## config.mk

```make
export PLATFORM = sky130hd
export DESIGN_NAME = dat_xfer_sequencer
export DESIGN_NICKNAME = d
export VERILOG_FILES = /design/src/rtl/dat_xfer_sequencer.sv
export SDC_FILE = /design/constraint.sdc
export NUM_CORES = 1
export LEC_CHECK = 0
export BUFFER_PORTS_ARGS = -buffer_cell sky130_fd_sc_hd__buf_2
export CORE_MARGIN = 1.5
export CORE_UTILIZATION = 50
export CTS_CLUSTER_DIAMETER = 120
export DETAILED_ROUTE_END_ITERATION = 8
export GPL_ROUTABILITY_DRIVEN = 1
export PLACE_DENSITY = 0.78
export SYNTH_ARGS = -nofsm -noshare
export SYNTH_HDL_FRONTEND = slang
export SYNTH_SLANG_ARGS = --single-unit
```

## constraint.sdc

```tcl
create_clock -name sd_clock -period 1.9 [get_ports sd_clock]
set_input_delay 0.38 -clock sd_clock [delete_from_list [all_inputs] [get_ports sd_clock]]
set_output_delay 0.38 -clock sd_clock [all_outputs]
set_load 0.01 [all_outputs]
```

## src/rtl/dat_xfer_sequencer.sv

```systemverilog
// Multi-block SD DAT-line transfer sequencer around the serializer/deserializer wrappers.
// Optional feature: define DAT_BUSY_TIMEOUT_EN to apply the timeout to write busy as well as read start-bit wait.
//
// state     | meaning
// ----------+-----------------------------------------------------------
// IDLE      | waiting for strobe_in; all outputs quiet
// WR_FETCH  | waiting for a FIFO word, pops it when available
// WR_LOAD   | one-cycle load pulse into the serializer
// WR_SEND   | serializer shifting the frame out, host drives DAT
// WR_BUSY   | card holds DAT0 low while programming
// GAP       | idle cycles between consecutive blocks
// RD_WAIT   | waiting for the card start bit on DAT0
// RD_RECV   | deserializer running, then push of the frame to the FIFO
// DONE      | transfer finished or timed out, waiting for ack_in

module dat_xfer_sequencer #(
   parameter int BLK_WIDTH  = 4,
   parameter int TOUT_WIDTH = 16,
   parameter int GAP_CYCLES = 2
) (
   input  logic                  sd_clock,
   input  logic                  reset,
   input  logic                  strobe_in,
   input  logic                  ack_in,
   input  logic                  idle_in,
   input  logic [TOUT_WIDTH-1:0] TIMEOUT_REG,
   input  logic [BLK_WIDTH-1:0]  blocks,
   input  logic                  writeRead,
   input  logic                  multiple,
   input  logic                  dat_in,
   input  logic                  fifo_ready,
   input  logic                  pts_complete,
   input  logic                  stp_complete,
   output logic                  pts_enable,
   output logic                  pts_load,
   output logic                  stp_enable,
   output logic                  fifo_read,
   output logic                  fifo_write,
   output logic                  dir_out,
   output logic [BLK_WIDTH-1:0]  blocks_done,
   output logic                  busy,
   output logic                  complete,
   output logic                  timeout
);

   localparam int GW = (GAP_CYCLES > 1) ? $clog2(GAP_CYCLES) : 1;
   localparam logic [GW-1:0] GAP_LOAD = GW'(GAP_CYCLES - 1);

   typedef enum logic [3:0] {
      S_IDLE,
      S_WR_FETCH,
      S_WR_LOAD,
      S_WR_SEND,
      S_WR_BUSY,
      S_GAP,
      S_RD_WAIT,
      S_RD_RECV,
      S_DONE
   } state_t;

   state_t                state_q, state_d;
   logic                  wr_q, wr_d;
   logic [BLK_WIDTH-1:0]  target_q, target_d;
   logic [BLK_WIDTH-1:0]  blocks_done_q, blocks_done_d;
   logic                  timeout_q, timeout_d;
   logic [TOUT_WIDTH-1:0] tout_q, tout_d;
   logic [GW-1:0]         gap_q, gap_d;
   logic                  pend_q, pend_d;

   logic                  blk_end;
   logic                  tout_hit;
   logic [BLK_WIDTH:0]    done_inc;

   assign done_inc = {1'b0, blocks_done_q} + 1'b1;
   assign tout_hit = (TIMEOUT_REG != '0) && (tout_q == TIMEOUT_REG);

   always_ff @(posedge sd_clock) begin
      if (reset) begin
         state_q       <= S_IDLE;
         wr_q          <= 1'b0;
         target_q      <= '0;
         blocks_done_q <= '0;
         timeout_q     <= 1'b0;
         tout_q        <= '0;
         gap_q         <= '0;
         pend_q        <= 1'b0;
      end else begin
         state_q       <= state_d;
         wr_q          <= wr_d;
         target_q      <= target_d;
         blocks_done_q <= blocks_done_d;
         timeout_q     <= timeout_d;
         tout_q        <= tout_d;
         gap_q         <= gap_d;
         pend_q        <= pend_d;
      end
   end

   always_comb begin
      state_d       = state_q;
      wr_d          = wr_q;
      target_d      = target_q;
      blocks_done_d = blocks_done_q;
      timeout_d     = timeout_q;
      tout_d        = tout_q;
      gap_d         = gap_q;
      pend_d        = pend_q;
      blk_end       = 1'b0;
      fifo_read     = 1'b0;
      fifo_write    = 1'b0;

      // Abort has priority over every other event in the same cycle.
      if ((state_q != S_IDLE) && idle_in) begin
         state_d = S_IDLE;
         pend_d  = 1'b0;
      end else begin
         case (state_q)
            S_IDLE: begin
               if (strobe_in && !idle_in) begin
                  wr_d          = writeRead;
                  target_d      = (!multiple || (blocks == '0)) ? BLK_WIDTH'(1) : blocks;
                  blocks_done_d = '0;
                  timeout_d     = 1'b0;
                  tout_d        = '0;
                  pend_d        = 1'b0;
                  state_d       = writeRead ? S_WR_FETCH : S_RD_WAIT;
               end
            end
            S_WR_FETCH: begin
               if (fifo_ready) begin
                  fifo_read = 1'b1;
                  state_d   = S_WR_LOAD;
               end
            end
            S_WR_LOAD: state_d = S_WR_SEND;
            S_WR_SEND: begin
               if (pts_complete) begin
                  tout_d  = '0;
                  state_d = S_WR_BUSY;
               end
            end
            S_WR_BUSY: begin
               if (dat_in)
                  blk_end = 1'b1;
`ifdef DAT_BUSY_TIMEOUT_EN
               else if (tout_hit) begin
                  timeout_d = 1'b1;
                  state_d   = S_DONE;
               end
`endif
               else
                  tout_d = tout_q + 1'b1;
            end
            S_RD_WAIT: begin
               // Start bit wins over a limit reached in the same cycle.
               if (!dat_in)
                  state_d = S_RD_RECV;
               else if (tout_hit) begin
                  timeout_d = 1'b1;
                  state_d   = S_DONE;
               end else
                  tout_d = tout_q + 1'b1;
            end
            S_RD_RECV: begin
               if ((stp_complete || pend_q) && fifo_ready) begin
                  fifo_write = 1'b1;
                  pend_d     = 1'b0;
                  blk_end    = 1'b1;
               end else if (stp_complete)
                  pend_d = 1'b1;
            end
            S_GAP: begin
               if (gap_q == '0) begin
                  tout_d  = '0;
                  state_d = wr_q ? S_WR_FETCH : S_RD_WAIT;
               end else
                  gap_d = gap_q - 1'b1;
            end
            S_DONE: begin
               if (ack_in)
                  state_d = S_IDLE;
            end
            default: state_d = S_IDLE;
         endcase

         if (blk_end) begin
            if (!(&blocks_done_q))
               blocks_done_d = done_inc[BLK_WIDTH-1:0];
            if (done_inc == {1'b0, target_q})
               state_d = S_DONE;
            else begin
               gap_d   = GAP_LOAD;
               state_d = S_GAP;
            end
         end
      end
   end

   assign pts_enable  = (state_q == S_WR_LOAD) || (state_q == S_WR_SEND);
   assign pts_load    = (state_q == S_WR_LOAD);
   assign stp_enable  = (state_q == S_RD_RECV) && !pend_q;
   assign dir_out     = (state_q == S_WR_SEND);
   assign busy        = (state_q != S_IDLE);
   assign complete    = (state_q == S_DONE);
   assign blocks_done = blocks_done_q;
   assign timeout     = timeout_q;

endmodule

```

==> flow_metrics.env <==
export IMPL_critical_path_slowest_cell="or4_4"
export IMPL_grt_pass1_wl_um=11300
export IMPL_layout_setup_ws_ns=-0.215
export IMPL_ir_drop_v=0.000625
export IMPL_clk_pin_slew_ns=0.07
export IMPL_gp_congestion=0.907
export IMPL_worstSetupStartpointType="flop"
export IMPL_switchingPower_mw=1.31
export IMPL_placed_area_um2=2800
export IMPL_hold_viol=0
export IMPL_grt_overflow_total=0
export IMPL_die_w_um=69.2
export IMPL_synth_edff_count=0
export IMPL_yosysSeqAreaShare_pct=29.3
export IMPL_antenna_found_initial=0
export IMPL_synth_area_top_cells="dfxtp_1 29%, xor2_1 7.2%, o21ai_0 6.4%"
export IMPL_via_per_inst=6.71
export IMPL_first_pass_iters=7
export IMPL_drc=0
export IMPL_p_sw_share_pct=41.7
export IMPL_use_met1_pct=37.2
export IMPL_cts_tree="built"
export IMPL_cts_buffers_inserted=5
export IMPL_nNetsFinal=430
export IMPL_io_pins=44
export IMPL_fmax_mhz=473
export IMPL_worst_slew_pin_slew_ns=0.397
export IMPL_p_int_mw=1.83
export IMPL_grt_max_degree=18
export IMPL_power_frac_comb_pct=56.0
export IMPL_critPathCaptureType="primary output"
export IMPL_drive_gt1_share_pct=45.0
export IMPL_io_buffer_count=43
export IMPL_cap_violations=0
export IMPL_grt_busiest_layer="met2"
export IMPL_cts_hold_buf=0
export IMPL_areaGrowthSynthToFinish_pct=53.9
export IMPL_cellLeakagePower_nw=1.45
export IMPL_finalSetupViolations=27
export IMPL_synth_largest_area_cell="dfxtp_1"
export IMPL_seq_power_share_pct=25.8
export IMPL_violations="setup timing"
export IMPL_worstPathMaxFanout=3
export IMPL_critical_path_arrival_ns=1.73
export IMPL_critPathMaxStageDelay_ns=0.56
export IMPL_die_h_um=69.2
export IMPL_root_buffer="clkbuf_8"
export IMPL_use_met3_pct=4.53
export IMPL_grt_pass1_vias=2436
export IMPL_period_needed_ns=2.11
export IMPL_synth_most_common_cell="dfxtp_1"
export IMPL_required_ns=1.52
export IMPL_fin_crit_sh_pct=111
export IMPL_yosysTopAreaCellShare_pct=29.3
export IMPL_drt_wl_total_um=9420
export IMPL_initial_core_util_pct=53.2
export IMPL_critical_path_class="reg2out"
export IMPL_status="finished, violations left"
export IMPL_groute_usage_overall_pct=28.4
export IMPL_antennaDiodeCount=0
export IMPL_slew_violations=0
export IMPL_wire_per_inst_um=21.0
export IMPL_synth_net_count=322
export IMPL_core_area_um2=4120
export IMPL_gr_usage_met2_pct=47.4
export IMPL_syn_area_um2=2190
export IMPL_h_tree_depth=2
export IMPL_relSlewSlack_pct=73.3
export IMPL_p_clk_share_pct=18.2
export IMPL_syn_inst=289
export IMPL_vias=3004
export IMPL_hold_class="in2reg"
export IMPL_worstHoldPathCells=3
export IMPL_r2r_cells=7
export IMPL_dpl_hpwl_um=4720
export IMPL_postSynthAreaPerCell_um2=7.57
export IMPL_clk_path_buf_depth=2
export IMPL_synth_warning_count=0
export IMPL_cts_sinks=32
export IMPL_drtIter0Drc=443
export IMPL_ant_nets=0
export IMPL_insertion_delay_ns=0.29
export IMPL_ys_ff_latch=32
export IMPL_power_density_nw_per_um2=934
export IMPL_path_cells="buf_6, or4_4, nand2_4, and4_1, buf_2"
export IMPL_synthFlopType="dfxtp_1"
export IMPL_core_rowCount=23
export IMPL_dieArea_um2=4780
export IMPL_rsz0062_at_grt="true"
export IMPL_fin_area_um2=3370
export IMPL_power_mw=3.15
export IMPL_ys_types=52
export IMPL_synth_common_cells="32 x dfxtp_1, 28 x o21ai_0, 27 x nor2_1"
export IMPL_post_route_util_pct=81.8
export IMPL_async_flop_share_pct=0
export IMPL_skew_ns=0.00350
## path summary, 6_finish.rpt
| check | to | slack [ns] | startpoint |
|---|---|---|---|
| worst max register to register | tout_q[14] | -0.14 | state_q[2] |
| worst min register to register | target_q[1] | 0.47 | target_q[1] |
| worst max-delay path | fifo_write | -0.21 | state_q[3] |
| worst min-delay path | target_q[1] | 0.35 | blocks[1] |
## critical path, delay by kind of cell, from the launching register on
kind	cells	cell delay, ns
buf+inv	2	0.27
simple gates	3	0.83
flops	1	0.34
## per-layer routing
layer / routed length, um / vias to the layer above / part of all wire, %
met4: 763 / 0 / 8.1
met5: 0 / - / 0
met3: 988 / 111 / 10
met2: 4290 / 278 / 46
met1: 3370 / 1340 / 36
li1: - / 1275 / -
## power by group through the flow
stage	logic, mW	clock network (mW)	registers [mW]
after floorplan	0.814	0	0.772
after global placement	1.20	0	0.805
after detailed placement	1.23	0	0.809
after CTS	1.37	0.572	0.806
after global routing	1.84	0.597	0.815
final	1.76	0.573	0.812
## stage by stage
step	setup TNS, ns	cells	hold slack [ns]	setup WS [ns]
2_1_floorplan	0	289	0.440	0.00478
3_3_place_gp	-1.34	421	0.451	-0.0832
3_5_place_dp	-2.55	421	0.452	-0.180
4_1_cts	-0.327	434	0.354	-0.106
5_1_grt	-3.07	448	0.362	-0.246
6_report	-1.73	448	0.350	-0.215
## kinds of logic after synthesis
logic type / after synthesis / share of synthesized area, %
xor gates and xnor gates: 22 / 8.80
buffers and inverters: 17 / 3.60
AOI/OAI and AO/OA: 74 / 21.9
and+or+nand+nor: 138 / 33.4
muxes: 4 / 1.83
DFF: 32 / 29.3
adders and majority gates: 2 / 1.14
## cells in the final DEF, fill, tap and decap left out, types with 3 or more instances in the layout
cell type / instances
nor4_2: 3
nor3_1: 10
buf_4: 64
buf_6: 8
mux2i_1: 4
xor2_1: 18
buf_2: 43
nor4_1: 7
dfxtp_2: 7
nor2_1: 23
or3_1: 3
a31oi_1: 6
xnor2_1: 3
o21ai_0: 9
nand2_1: 21
o21ai_2: 8
nand3_1: 13
nor2_2: 3
nand3b_1: 3
nand2b_1: 19
a21oi_1: 14
o21ai_1: 10
clkbuf_8: 6
dfxtp_1: 23
## final cells by class
cell class | count | area [um2]
multi-input combinational | 240 | 1740
sequential | 32 | 657
inverter | 2 | 7.51
clock inverter | 1 | 7.51
clock buffer | 7 | 86.3
fill | 224 | 748
tap | 50 | 62.6
timing repair buffer | 116 | 806
## registers in the layout, summed over array words and instances (netlist names)
register / flops
tout_q: 16
blocks_done: 4
state_q: 4
target_q: 4
gap_q: 1
pend_q: 1
timeout: 1
wr_q: 1
## timing repair
action,in CTS,in global routing
gates cloned,0,2
buffers inserted,5,13
pin swaps,10,15
hold endpoints to repair,0,0
setup endpoints to repair,28,29
gates resized for setup,15,86
No activity file was read; power rests on OpenSTA's default activity.
